===== src/rtl/pipe_ctrl_pkg.sv =====
// Shared types and constants for the pipeline hazard controller.
package pipe_ctrl_pkg;

    localparam int REG_W          = 5;
    localparam int CNT_W          = 16;
    localparam int FRZ_W          = 8;
    localparam int FREEZE_TIMEOUT = 255;

    typedef enum logic [1:0] {
        RUN      = 2'd0,
        LU_STALL = 2'd1,
        FREEZE   = 2'd2
    } hz_state_t;

endpackage


===== src/rtl/hazard_ctrl_if.sv =====
// Pipeline <-> hazard controller signal bundle; stats outputs exist only with HAZARD_STATS_EN.
interface hazard_ctrl_if;
    import pipe_ctrl_pkg::*;

    logic [REG_W-1:0] id_rs;
    logic [REG_W-1:0] id_rt;
    logic             id_uses_rt;
    logic             ex_mem_read;
    logic [REG_W-1:0] ex_rt;
    logic             branch_taken;
    logic             mem_busy;
    logic             pc_write;
    logic             if_id_write;
    logic             if_id_flush;
    logic             id_ex_bubble;
    logic             pipe_freeze;
    logic [1:0]       state_out;
    logic             timeout_err;
`ifdef HAZARD_STATS_EN
    logic [CNT_W-1:0] stall_cnt;
    logic [CNT_W-1:0] flush_cnt;
    logic [CNT_W-1:0] freeze_cnt;
`endif

    modport master (
        output id_rs, id_rt, id_uses_rt, ex_mem_read, ex_rt, branch_taken, mem_busy,
`ifdef HAZARD_STATS_EN
        input  stall_cnt, flush_cnt, freeze_cnt,
`endif
        input  pc_write, if_id_write, if_id_flush, id_ex_bubble, pipe_freeze,
               state_out, timeout_err
    );

    modport slave (
        input  id_rs, id_rt, id_uses_rt, ex_mem_read, ex_rt, branch_taken, mem_busy,
`ifdef HAZARD_STATS_EN
        output stall_cnt, flush_cnt, freeze_cnt,
`endif
        output pc_write, if_id_write, if_id_flush, id_ex_bubble, pipe_freeze,
               state_out, timeout_err
    );

endinterface


===== src/rtl/sat_counter.sv =====
// Saturating up-counter with synchronous clear (clear wins over increment).
module sat_counter #(
    parameter int WIDTH = 8
) (
    input  logic             clk,
    input  logic             inc,
    input  logic             clr,
    output logic [WIDTH-1:0] count_o
);

    logic [WIDTH-1:0] count_q;

    always_ff @(posedge clk) begin
        if (clr) begin
            count_q <= '0;
        end else if (inc && (count_q != {WIDTH{1'b1}})) begin
            count_q <= count_q + WIDTH'(1);
        end
    end

    assign count_o = count_q;

endmodule


===== src/rtl/hazard_ctrl.sv =====
// Load-use / branch / memory-wait hazard controller with freeze watchdog.
// Optional event counters are built when HAZARD_STATS_EN is defined.
module hazard_ctrl
    import pipe_ctrl_pkg::*;
(
    input logic          clk,
    input logic          rst,
    hazard_ctrl_if.slave hc
);

    hz_state_t        state_q, state_d;
    logic             hz;
    logic             pc_write_d, if_id_write_d, if_id_flush_d, id_ex_bubble_d, pipe_freeze_d;
    logic [FRZ_W-1:0] frz_cnt;
    logic             frz_at_limit;
    logic             timeout_q;

    assign hz = hc.ex_mem_read && (hc.ex_rt != '0) &&
                ((hc.ex_rt == hc.id_rs) || (hc.id_uses_rt && (hc.ex_rt == hc.id_rt)));

    // LU_STALL ignores hz so one load can never cause two stall cycles in a row.
    always_comb begin
        pc_write_d     = 1'b1;
        if_id_write_d  = 1'b1;
        if_id_flush_d  = 1'b0;
        id_ex_bubble_d = 1'b0;
        pipe_freeze_d  = 1'b0;
        state_d        = RUN;
        if (rst) begin
            pc_write_d     = 1'b0;
            if_id_write_d  = 1'b0;
            if_id_flush_d  = 1'b1;
            id_ex_bubble_d = 1'b1;
        end else if (hc.mem_busy) begin
            pc_write_d    = 1'b0;
            if_id_write_d = 1'b0;
            pipe_freeze_d = 1'b1;
            state_d       = FREEZE;
        end else if (hz && (state_q != LU_STALL)) begin
            pc_write_d     = 1'b0;
            if_id_write_d  = 1'b0;
            id_ex_bubble_d = 1'b1;
            state_d        = LU_STALL;
        end else if (hc.branch_taken) begin
            if_id_flush_d = 1'b1;
        end
    end

    always_ff @(posedge clk) begin
        if (rst) begin
            state_q <= RUN;
        end else begin
            state_q <= state_d;
        end
    end

    sat_counter #(.WIDTH(FRZ_W)) u_frz_cnt (
        .clk     (clk),
        .inc     (hc.mem_busy),
        .clr     (rst || !hc.mem_busy),
        .count_o (frz_cnt)
    );

    assign frz_at_limit = (frz_cnt == FRZ_W'(FREEZE_TIMEOUT));

    always_ff @(posedge clk) begin
        if (rst) begin
            timeout_q <= 1'b0;
        end else if (frz_at_limit) begin
            timeout_q <= 1'b1;
        end
    end

    assign hc.pc_write     = pc_write_d;
    assign hc.if_id_write  = if_id_write_d;
    assign hc.if_id_flush  = if_id_flush_d;
    assign hc.id_ex_bubble = id_ex_bubble_d;
    assign hc.pipe_freeze  = pipe_freeze_d;
    assign hc.state_out    = state_q;
    assign hc.timeout_err  = !rst && (timeout_q || frz_at_limit);

`ifdef HAZARD_STATS_EN
    logic [2:0]       stat_inc;
    logic [CNT_W-1:0] stat_cnt [3];

    assign stat_inc = {pipe_freeze_d, if_id_flush_d, id_ex_bubble_d} & {3{!rst}};

    for (genvar gi = 0; gi < 3; gi++) begin : g_stats
        sat_counter #(.WIDTH(CNT_W)) u_stat_cnt (
            .clk     (clk),
            .inc     (stat_inc[gi]),
            .clr     (rst),
            .count_o (stat_cnt[gi])
        );
    end

    assign hc.stall_cnt  = stat_cnt[0];
    assign hc.flush_cnt  = stat_cnt[1];
    assign hc.freeze_cnt = stat_cnt[2];
`endif

endmodule


===== src/flat_wrapper.sv =====
// flat-port wrapper written by rule: the top's interface ports become plain ports
module hazard_ctrl_flat import pipe_ctrl_pkg::*;
  (clk, rst, hc_id_rs, hc_id_rt, hc_id_uses_rt, hc_ex_mem_read, hc_ex_rt, hc_branch_taken, hc_mem_busy, hc_pc_write, hc_if_id_write, hc_if_id_flush, hc_id_ex_bubble, hc_pipe_freeze, hc_state_out, hc_timeout_err);
  hazard_ctrl_if hc_i ();
  input logic clk;
  input logic rst;
  input wire logic [$bits(hc_i.id_rs)-1:0] hc_id_rs;
  input wire logic [$bits(hc_i.id_rt)-1:0] hc_id_rt;
  input wire logic [$bits(hc_i.id_uses_rt)-1:0] hc_id_uses_rt;
  input wire logic [$bits(hc_i.ex_mem_read)-1:0] hc_ex_mem_read;
  input wire logic [$bits(hc_i.ex_rt)-1:0] hc_ex_rt;
  input wire logic [$bits(hc_i.branch_taken)-1:0] hc_branch_taken;
  input wire logic [$bits(hc_i.mem_busy)-1:0] hc_mem_busy;
  output wire logic [$bits(hc_i.pc_write)-1:0] hc_pc_write;
  output wire logic [$bits(hc_i.if_id_write)-1:0] hc_if_id_write;
  output wire logic [$bits(hc_i.if_id_flush)-1:0] hc_if_id_flush;
  output wire logic [$bits(hc_i.id_ex_bubble)-1:0] hc_id_ex_bubble;
  output wire logic [$bits(hc_i.pipe_freeze)-1:0] hc_pipe_freeze;
  output wire logic [$bits(hc_i.state_out)-1:0] hc_state_out;
  output wire logic [$bits(hc_i.timeout_err)-1:0] hc_timeout_err;
  assign hc_i.id_rs = hc_id_rs;
  assign hc_i.id_rt = hc_id_rt;
  assign hc_i.id_uses_rt = hc_id_uses_rt;
  assign hc_i.ex_mem_read = hc_ex_mem_read;
  assign hc_i.ex_rt = hc_ex_rt;
  assign hc_i.branch_taken = hc_branch_taken;
  assign hc_i.mem_busy = hc_mem_busy;
  assign hc_pc_write = hc_i.pc_write;
  assign hc_if_id_write = hc_i.if_id_write;
  assign hc_if_id_flush = hc_i.if_id_flush;
  assign hc_id_ex_bubble = hc_i.id_ex_bubble;
  assign hc_pipe_freeze = hc_i.pipe_freeze;
  assign hc_state_out = hc_i.state_out;
  assign hc_timeout_err = hc_i.timeout_err;
  hazard_ctrl u_core (.clk(clk), .rst(rst), .hc(hc_i));
endmodule

===== config.mk =====
export PLATFORM = sky130hd
export DESIGN_NAME = hazard_ctrl_flat
export DESIGN_NICKNAME = d
export VERILOG_FILES = /design/src/rtl/pipe_ctrl_pkg.sv /design/src/rtl/hazard_ctrl_if.sv /design/src/rtl/sat_counter.sv /design/src/rtl/hazard_ctrl.sv /design/src/flat_wrapper.sv
export SDC_FILE = /design/constraint.sdc
export NUM_CORES = 1
export LEC_CHECK = 0
export BUFFER_PORTS_ARGS = -buffer_cell sky130_fd_sc_hd__buf_2
export CORE_MARGIN = 2
export CORE_UTILIZATION = 40
export DETAILED_ROUTE_END_ITERATION = 16
export PLACE_DENSITY = 0.7
export SETUP_SLACK_MARGIN = 0.15
export SLEW_MARGIN = 10
export SYNTH_ARGS = -nofsm -noshare
export SYNTH_HDL_FRONTEND = slang
export SYNTH_SLANG_ARGS = --single-unit

===== constraint.sdc =====
create_clock -name clk -period 2.75 [get_ports clk]
set_clock_uncertainty 0.05 [all_clocks]
set_input_delay 0.1375 -clock clk [delete_from_list [all_inputs] [get_ports clk]]
set_output_delay 0.1375 -clock clk [all_outputs]
set_load 0.05 [all_outputs]

==> impl_metrics.tcl, run 1 <==
set metrics [dict create \
    synth_top_family_by_area "simple AND/OR/NAND/NOR gates" \
    gp_congestion 0.759 \
    synth_xor_area_frac 0.188 \
    clock-sinks 11 \
    final_common_cell "buf_2" \
    status "completed" \
    ys_seq_area_frac 0.338 \
    fmax_ghz 0.522 \
    core_area_um2 1520 \
    post_drt_wl_per_cell_um 11.4 \
    rrSetupSlack_ns 1.17 \
    finalSetupViolations 0 \
    portBuffers 28 \
    crit_family "simple AND/OR/NAND/NOR gates" \
    path_max_fanout 4 \
    most-common-layout-cells "28 x buf_2, 11 x xnor2_1, 11 x dfxtp_1" \
    io_pins 29 \
    drt_iter0_drc 13 \
    place_hpwl_mm 1.24 \
    hold_viol 0 \
    syn_avg_cell_area_um2 8.36 \
    drc 0 \
    setup_tns_ns 0 \
    final_layout_size_suffix_gt1_frac 0.321 \
    clk_pin_slew_worst_paths_ns 0.06 \
    cts_setup_buffers 0 \
    total_power_w 0.000349 \
    crit_path_start_kind "register" \
    cts_made_buffers 3 \
    rr_startpoint "u_core.u_frz_cnt.count_o[0]" \
    fin_crit_sh 0.697 \
    rsz0062_at_grt "false" \
    slowest_delay_ns 0.39 \
    clk_latency_ns 0.26 \
    die_h_um 44.4 \
    crit_path_end "hc_timeout_err" \
    internal_power_w 0.000248 \
    synth_seq_cells 11 \
    diodes 0 \
    cts_root_buf "clkbuf_4" \
    yosysUniqueCellTypes 26 \
    drv_slew 0 \
    yosysWarnings 0 \
    worst_pin_slew_ns 0.309 \
    r2r_end "u_core.u_frz_cnt.count_o[7]" \
    syn-instance-count 78 \
    grt_overflow_total 0 \
    grt_pass1_wl_mm 2.54 \
    seqPwrFrac 0.470 \
    crit_buf_inv 1 \
    worst-setup-path-type "register to output port" \
    cp_num_cells 6 \
    syn-cell-area_um2 652 \
    first_global_vias 614 \
    slew-limit-headroom 0.792 \
    path_common_cell "nor2_1" \
    cp-end-kind "output port" \
    synth_nets 100 \
    arrival_ns 1.73 \
    htreeDepth 1 \
    ir_drop_uv 299 \
    initial_core_util 0.428 \
    min_period_ns 1.92 \
    required_ns 2.56 \
    worstRegToRegCells 5 \
    leakage_nw 0.352 \
    worstPathCellList "ha_1 -> nand3_1 -> nor2_1 -> nor2_1 -> nor2_1 -> buf_2" \
    synthSimpleGateAreaFrac 0.215 \
    die_x_um 44.4 \
    max_cap_violations 0 \
    holdBufCountCts 0 \
    area_delta_synth_final_pct 27.4 \
    grt_max_degree 10 \
    cts_resized 0 \
    route.vias.total 657 \
    rows 14 \
    synth_fa_ha_area_frac 0.0192 \
    cts_tree "built" \
    antenna_found_initial 0 \
    comb_power_share 0.224 \
    clockPowerShare 0.306 \
    wl_mm 1.43 \
    first_pass_iters 3 \
    netSwitchingFraction 0.288 \
    crit_path_top_delay_cell "dfxtp_1" \
    power.switching_w 0.000100 \
    cellPowerDensity_nw_per_um2 420 \
    startpoint "u_core.u_frz_cnt.count_o[0]" \
    die_area_um2 1970 \
    cts_buffer_depth 2 \
    grt_usage 0.173 \
    synth_mux_area_frac 0 \
    synth-compound-area-share 0.188 \
    ant_nets 0 \
    post_drt_via_cell_ratio 5.26 \
    hp-class "primary input to register" \
    fin_nets 132 \
]
==> cells by family after synthesis <==
group	count (synthesis)
AO/OA/AOI/OAI	16
XOR/XNOR	14
adder cells (fa/ha/maj)	1
buffers and inverters	8
flip-flops	11
AND/OR/NAND/NOR	28
==> cell usage after synthesis <==
master,count,area (µm²)
or3_1,1,6.26
xor2_1,3,26.3
o22a_1,1,8.76
inv_1,6,22.5
and4_1,1,8.76
o31ai_1,1,7.51
nor4_1,1,6.26
and3_1,1,6.26
a2111oi_2,1,15.0
a31oi_1,3,18.8
o21ai_0,3,15.0
inv_2,1,3.75
nor2_1,8,30.0
buf_4,1,7.51
a21oi_1,4,20.0
dfxtp_1,11,220
nand3_1,4,20.0
nor3_1,2,10.0
o221ai_4,1,26.3
o22ai_1,1,6.26
nand4_1,3,18.8
xnor2_1,11,96.3
or4_4,1,11.3
o21ai_1,1,5.00
ha_1,1,12.5
nand2_1,6,22.5
==> per-layer routing <==
| layer | GRT usage | wire length, µm |
|---|---|---|
| met5 | 0 | 0 |
| met4 | 0.0364 | 0 |
| met3 | 0.0531 | 69 |
| met2 | 0.312 | 755 |
| met1 | 0.201 | 600 |
==> stage by stage <==
step	std cells	hold WS, ns	setup WS, ns	utilization	area, µm²
6_report	125	0.0238	0.834	0.545	831
5_1_grt	125	0.0213	0.658	0.545	831
4_1_cts	125	0.0211	0.819	0.545	831
3_5_place_dp	121	0.305	1.02	0.528	805
3_3_place_gp	121	0.300	1.05	0.528	805
2_1_floorplan	78	0.160	0.350	-	652
==> how the worst min path moves through the flow <==
stage               start               end  slack [ns]  depth (start not counted)
floorplan             rst  u_core.timeout_q        0.16                          1
global placement      rst  u_core.timeout_q        0.30                          2
detailed placement    rst  u_core.timeout_q        0.30                          2
CTS                   rst  u_core.timeout_q        0.02                          2
global route          rst  u_core.timeout_q        0.02                          2
finish                rst  u_core.timeout_q        0.02                          2
==> flip-flops by register name, indices dropped and copies added, names as in the netlist <==
name	flops
u_core.timeout_q	1
u_core.hc.state_out	2
u_core.u_frz_cnt.count_o	8
==> final cells by class <==
cell class              instances  area [µm²]
clock buffers                   4        26.3
fillers                       150         693
inverters                       7        26.3
multi-input cells              59         398
flip-flops and latches         11         220
well taps                      16        20.0
repair buffers                 28         140
==> power by group through the flow <==
stage,Combinational (W),Clock (W),Sequential [W]
5_1_grt,0.0000859,0.000119,0.000164
3_3_place_gp,0.0000773,0,0.000168
2_1_floorplan,0.0000466,0,0.000170
4_1_cts,0.0000792,0.000111,0.000164
6_report,0.0000781,0.000107,0.000164
3_5_place_dp,0.0000788,0,0.000168
Note: power is estimated with default switching activity, not from simulation.
==> inputs of run 2 (changes only) <==
==> constraint.sdc (replaced) <==
create_clock -name clk -period 1.8 [get_ports clk]
set_clock_uncertainty 0.05 [all_clocks]
set_input_delay 0.09 -clock clk [delete_from_list [all_inputs] [get_ports clk]]
set_output_delay 0.09 -clock clk [all_outputs]
set_load 0.05 [all_outputs]
==> impl_metrics.tcl, run 2 (synthesis results as in run 1) <==
set metrics [dict create \
    ir_drop_uv 389 \
    grt_overflow_total 0 \
    clk_pin_slew_worst_paths_ns 0.06 \
    route.vias.total 646 \
    finalSetupViolations 0 \
    grt_pass1_wl_mm 2.62 \
    rsz0062_at_grt "true" \
    diodes 0 \
    setup_tns_ns 0 \
    place_hpwl_mm 1.22 \
    required_ns 1.66 \
    clk_latency_ns 0.26 \
    crit_path_start_kind "primary input" \
    drt_iter0_drc 6 \
    drc 0 \
    cts_buffer_depth 2 \
    post_drt_wl_per_cell_um 12.1 \
    gp_congestion 0.753 \
    antenna_found_initial 0 \
    min_period_ns 1.58 \
    routed.top_layer "met3" \
    worst-setup-path-type "primary input to output port" \
    rr_startpoint "u_core.u_frz_cnt.count_o[0]" \
    leakage_nw 0.363 \
    hp-class "primary input to register" \
    met2_length_um 829 \
    worstHoldStart "rst" \
    htreeDepth 1 \
    most-common-layout-cells "24 x buf_2, 11 x xnor2_1, 8 x dfxtp_1" \
    clock-sinks 11 \
    die_x_um 44.4 \
    arrival_ns 1.44 \
    largest_reg_flops 8 \
    violations "hold timing" \
    finish.utilization 0.593 \
    fill_cells 151 \
    max_cap_violations 0 \
    m1WireLength_um 609 \
    ant_nets 0 \
    die_area_um2 1970 \
    area_delta_synth_final_pct 38.6 \
    hold_viol 1 \
    worst_pin_slew_ns 0.361 \
    wl_met3_um 90 \
    cellPowerDensity_nw_per_um2 604 \
    fmax_ghz 0.633 \
    first_pass_iters 2 \
    grt_usage 0.180 \
    first_global_vias 639 \
    core_area_um2 1520 \
    path_max_fanout 3 \
    wl_mm 1.53 \
    slew-limit-headroom 0.759 \
    portBuffers 28 \
    drv_slew 0 \
    fin_area_um2 903 \
    cts_root_buf "clkbuf_4" \
    cp-end-kind "output port" \
    post_drt_via_cell_ratio 5.13 \
    placed_cell_area_um2 847 \
    fin_nets 133 \
    startpoint "hc_ex_rt[1]" \
    cts_tree "built" \
    rows 14 \
    cts_made_buffers 3 \
    fin_crit_sh 0.877 \
    status "finished, violations left" \
    io_pins 29 \
    final_common_cell "buf_2" \
    final_layout_size_suffix_gt1_frac 0.418 \
    holdWs_ns -0.0131 \
    grt_max_degree 10 \
    die_h_um 44.4 \
    initial_core_util 0.428 \
]
==> run 2: path summary, 6_finish.rpt <==
check                                endpoint  slack, ns  cells past startpoint
setup / recovery               hc_if_id_flush       0.22                      6
hold / removal               u_core.timeout_q      -0.01                      2
setup reg to reg  u_core.u_frz_cnt.count_o[7]       0.27                      5
hold reg to reg              u_core.timeout_q       0.42                      2
==> run 2: area by class of cell <==
class	count	area [µm²]	share of cell area
Clock buffer	4	26.3	0.0291
Inverter	7	26.3	0.0291
Multi-Input combinational cell	59	442	0.489
Sequential cell	11	224	0.248
Tap cell	16	20.0	0.0222
Timing Repair Buffer	29	165	0.183
==> run 2: critical path, cell delays in order <==
cell      delay, ns
buf_2          0.12
or4_4          0.54
o221ai_4       0.21
inv_2          0.09
a31oi_2        0.20
buf_6          0.18
==> run 2: what timing repair did <==
item,in CTS,in global routing
pin swaps,0,2
endpoints found under the setup margin,4,3
endpoints found under the hold margin,1,1
setup buffers,0,0
resized for setup,6,5
==> run 2: power by group <==
part / leakage (nW) / total [W] / internal (W) / switching (W)
Sequential: 0.0905 / 0.000251 / 0.000247 / 0.00000375
Combinational: 0.258 / 0.000131 / 0.0000530 / 0.0000782
Clock: 0.0150 / 0.000163 / 0.0000857 / 0.0000773
Total: 0.363 / 0.000545 / 0.000386 / 0.000159
==> run 2: through the flow <==
| step | hold slack, ns | total power, W | std cells | worst slack [ns] |
|---|---|---|---|---|
| floorplan | 0.112 | 0.000339 | 78 | 0.0867 |
| global route | -0.0175 | 0.000577 | 126 | 0.110 |
| CTS | -0.0181 | 0.000552 | 126 | 0.125 |
| finish | -0.0131 | 0.000545 | 126 | 0.221 |
| global placement | 0.262 | 0.000381 | 122 | 0.122 |
| detailed placement | 0.267 | 0.000384 | 122 | 0.105 |
==> run 2: routing by layer <==
metal  track usage  vias up
li1              -      341
met1         0.193      287
met2         0.344       18
met3        0.0653        0
met4        0.0182        0
met5             0        -
==> inputs of run 3 (changes only) <==
--- a/config.mk
+++ b/config.mk
@@ -6,7 +6,7 @@
 export NUM_CORES = 1
 export LEC_CHECK = 0
 export BUFFER_PORTS_ARGS = -buffer_cell sky130_fd_sc_hd__buf_2
-export CORE_MARGIN = 2
+export CORE_MARGIN = 5
 export CORE_UTILIZATION = 40
 export DETAILED_ROUTE_END_ITERATION = 16
 export PLACE_DENSITY = 0.7
==> impl_metrics.tcl, run 3 (synthesis results as in run 1) <==
set metrics [dict create \
    grt_overflow_total 0 \
    most-common-layout-cells "26 x buf_2, 11 x xnor2_1, 8 x dfxtp_1" \
    area_delta_synth_final_pct 47.0 \
    rows 14 \
    cts_made_buffers 3 \
    drc 0 \
    slowest_delay_ns 0.55 \
    fin_nets 138 \
    hold_viol 0 \
    clk_latency_ns 0.28 \
    fin_ws_ns 0.209 \
    use_met3 0.0414 \
    drt_iter0_drc 16 \
    post_drt_wl_per_cell_um 13.3 \
    ant_nets 0 \
    ir_drop_uv 486 \
    clk_pin_slew_worst_paths_ns 0.07 \
    netSwitchingFraction 0.310 \
    cp-end-kind "output port" \
    crit_path_start_kind "primary input" \
    internal_power_w 0.000384 \
    slew-limit-headroom 0.729 \
    grt_max_degree 10 \
    crit_buf_inv 3 \
    place_hpwl_mm 1.35 \
    rsz0062_at_grt "false" \
    final_layout_size_suffix_gt1_frac 0.443 \
    route.vias.total 699 \
    rrSetupSlack_ns 0.28 \
    grtUsageMet2 0.241 \
    initial_core_util 0.428 \
    arrival_ns 1.45 \
    path_common_cell "buf_2" \
    first_pass_iters 4 \
    worst-setup-path-type "primary input to output port" \
    portBuffers 28 \
    diodes 0 \
    antenna_found_initial 0 \
    cts_buffer_depth 2 \
    drv_slew 0 \
    power.switching_w 0.000172 \
    rr_startpoint "u_core.u_frz_cnt.count_o[0]" \
    required_ns 1.66 \
    place_ws_ns 0.175 \
    min_period_ns 1.59 \
    grt_usage 0.136 \
    globalRouteMet1Util 0.152 \
    total_power_w 0.000556 \
    clockPowerShare 0.308 \
    worst_pin_slew_ns 0.407 \
    die_x_um 50.4 \
    crit_path_top_delay_cell "or4_4" \
    gp_congestion 0.730 \
    die_h_um 50.4 \
    path_max_fanout 3 \
    holdWs_ns 0.149 \
    cts_tree "built" \
    largest_reg_flops 8 \
    max_cap_violations 0 \
    hp-class "primary input to register" \
    finalSetupViolations 0 \
    wl_mm 1.75 \
    setup_tns_ns 0 \
    clock-sinks 11 \
    worstPathCellList "buf_2 -> or4_4 -> o221ai_4 -> inv_2 -> a21oi_4 -> buf_2" \
    fmax_ghz 0.629 \
    fin_crit_sh 0.884 \
    worstHoldStart "hc_ex_mem_read" \
    grt_pass1_wl_mm 2.70 \
    first_global_vias 652 \
    htreeDepth 1 \
    post_drt_via_cell_ratio 5.34 \
    io_pins 29 \
    cellPowerDensity_nw_per_um2 580 \
    core_area_um2 1520 \
    comb_power_share 0.239 \
    startpoint "hc_ex_rt[1]" \
    crit_family "simple AND/OR/NAND/NOR gates" \
    status "completed" \
    cts_root_buf "clkbuf_4" \
    leakage_nw 0.389 \
    die_area_um2 2540 \
    seqPwrFrac 0.453 \
    final_common_cell "buf_2" \
    grt.busiest_layer "met2" \
    finish.utilization 0.629 \
]
## run 3: area by class of cell
cell class | instances | area [µm²]
clock buffer | 3 | 22.5
clock inverter | 1 | 5.00
fill | 139 | 566
inverter | 7 | 26.3
multi-input combinational | 59 | 464
sequential | 11 | 224
tap | 16 | 20.0
timing repair buffer | 34 | 196
## run 3: path summary, 6_finish.rpt
| kind | to | depth (start not counted) |
|---|---|---|
| setup / recovery | hc_if_id_write | 6 |
| hold / removal | u_core.hc.state_out[0] | 4 |
| setup reg to reg | u_core.u_frz_cnt.count_o[7] | 5 |
| hold reg to reg | u_core.timeout_q | 2 |
## run 3: power groups by stage
stage | Clock [W] | Combinational, W | Sequential [W]
global placement | 0 | 0.000128 | 0.000256
CTS | 0.000176 | 0.000132 | 0.000251
finish | 0.000171 | 0.000133 | 0.000252
global route | 0.000190 | 0.000144 | 0.000252
detailed placement | 0 | 0.000130 | 0.000256
floorplan | 0 | 0.0000785 | 0.000260
## run 3: repair_timing
| action | in CTS | in global routing |
|---|---|---|
| hold buffers | 1 | 0 |
| gates resized for setup | 6 | 5 |
| gates cloned | 0 | 0 |
| setup buffers | 1 | 2 |
| endpoints found under the hold margin | 1 | 0 |
| pin swaps | 1 | 2 |
| setup endpoints to repair | 1 | 2 |
## run 3: through the flow
step                      cell area [µm²]  std cells
after global placement                855        123
after CTS                             913        129
after floorplan                       687         78
after global routing                  958        131
after detailed placement              855        123
final                                 958        131
## run 3: worst min-delay path, cell delays in order
cell	delay [ns]
buf_2	0.12
o221ai_4	0.06
buf_4	0.13
nor3_1	0.05
## run 3: metal layers
| layer | part of all wire | wire length, µm |
|---|---|---|
| met5 | 0 | 0 |
| met4 | 0.015 | 27 |
| met3 | 0.072 | 126 |
| met2 | 0.51 | 897 |
| met1 | 0.40 | 694 |
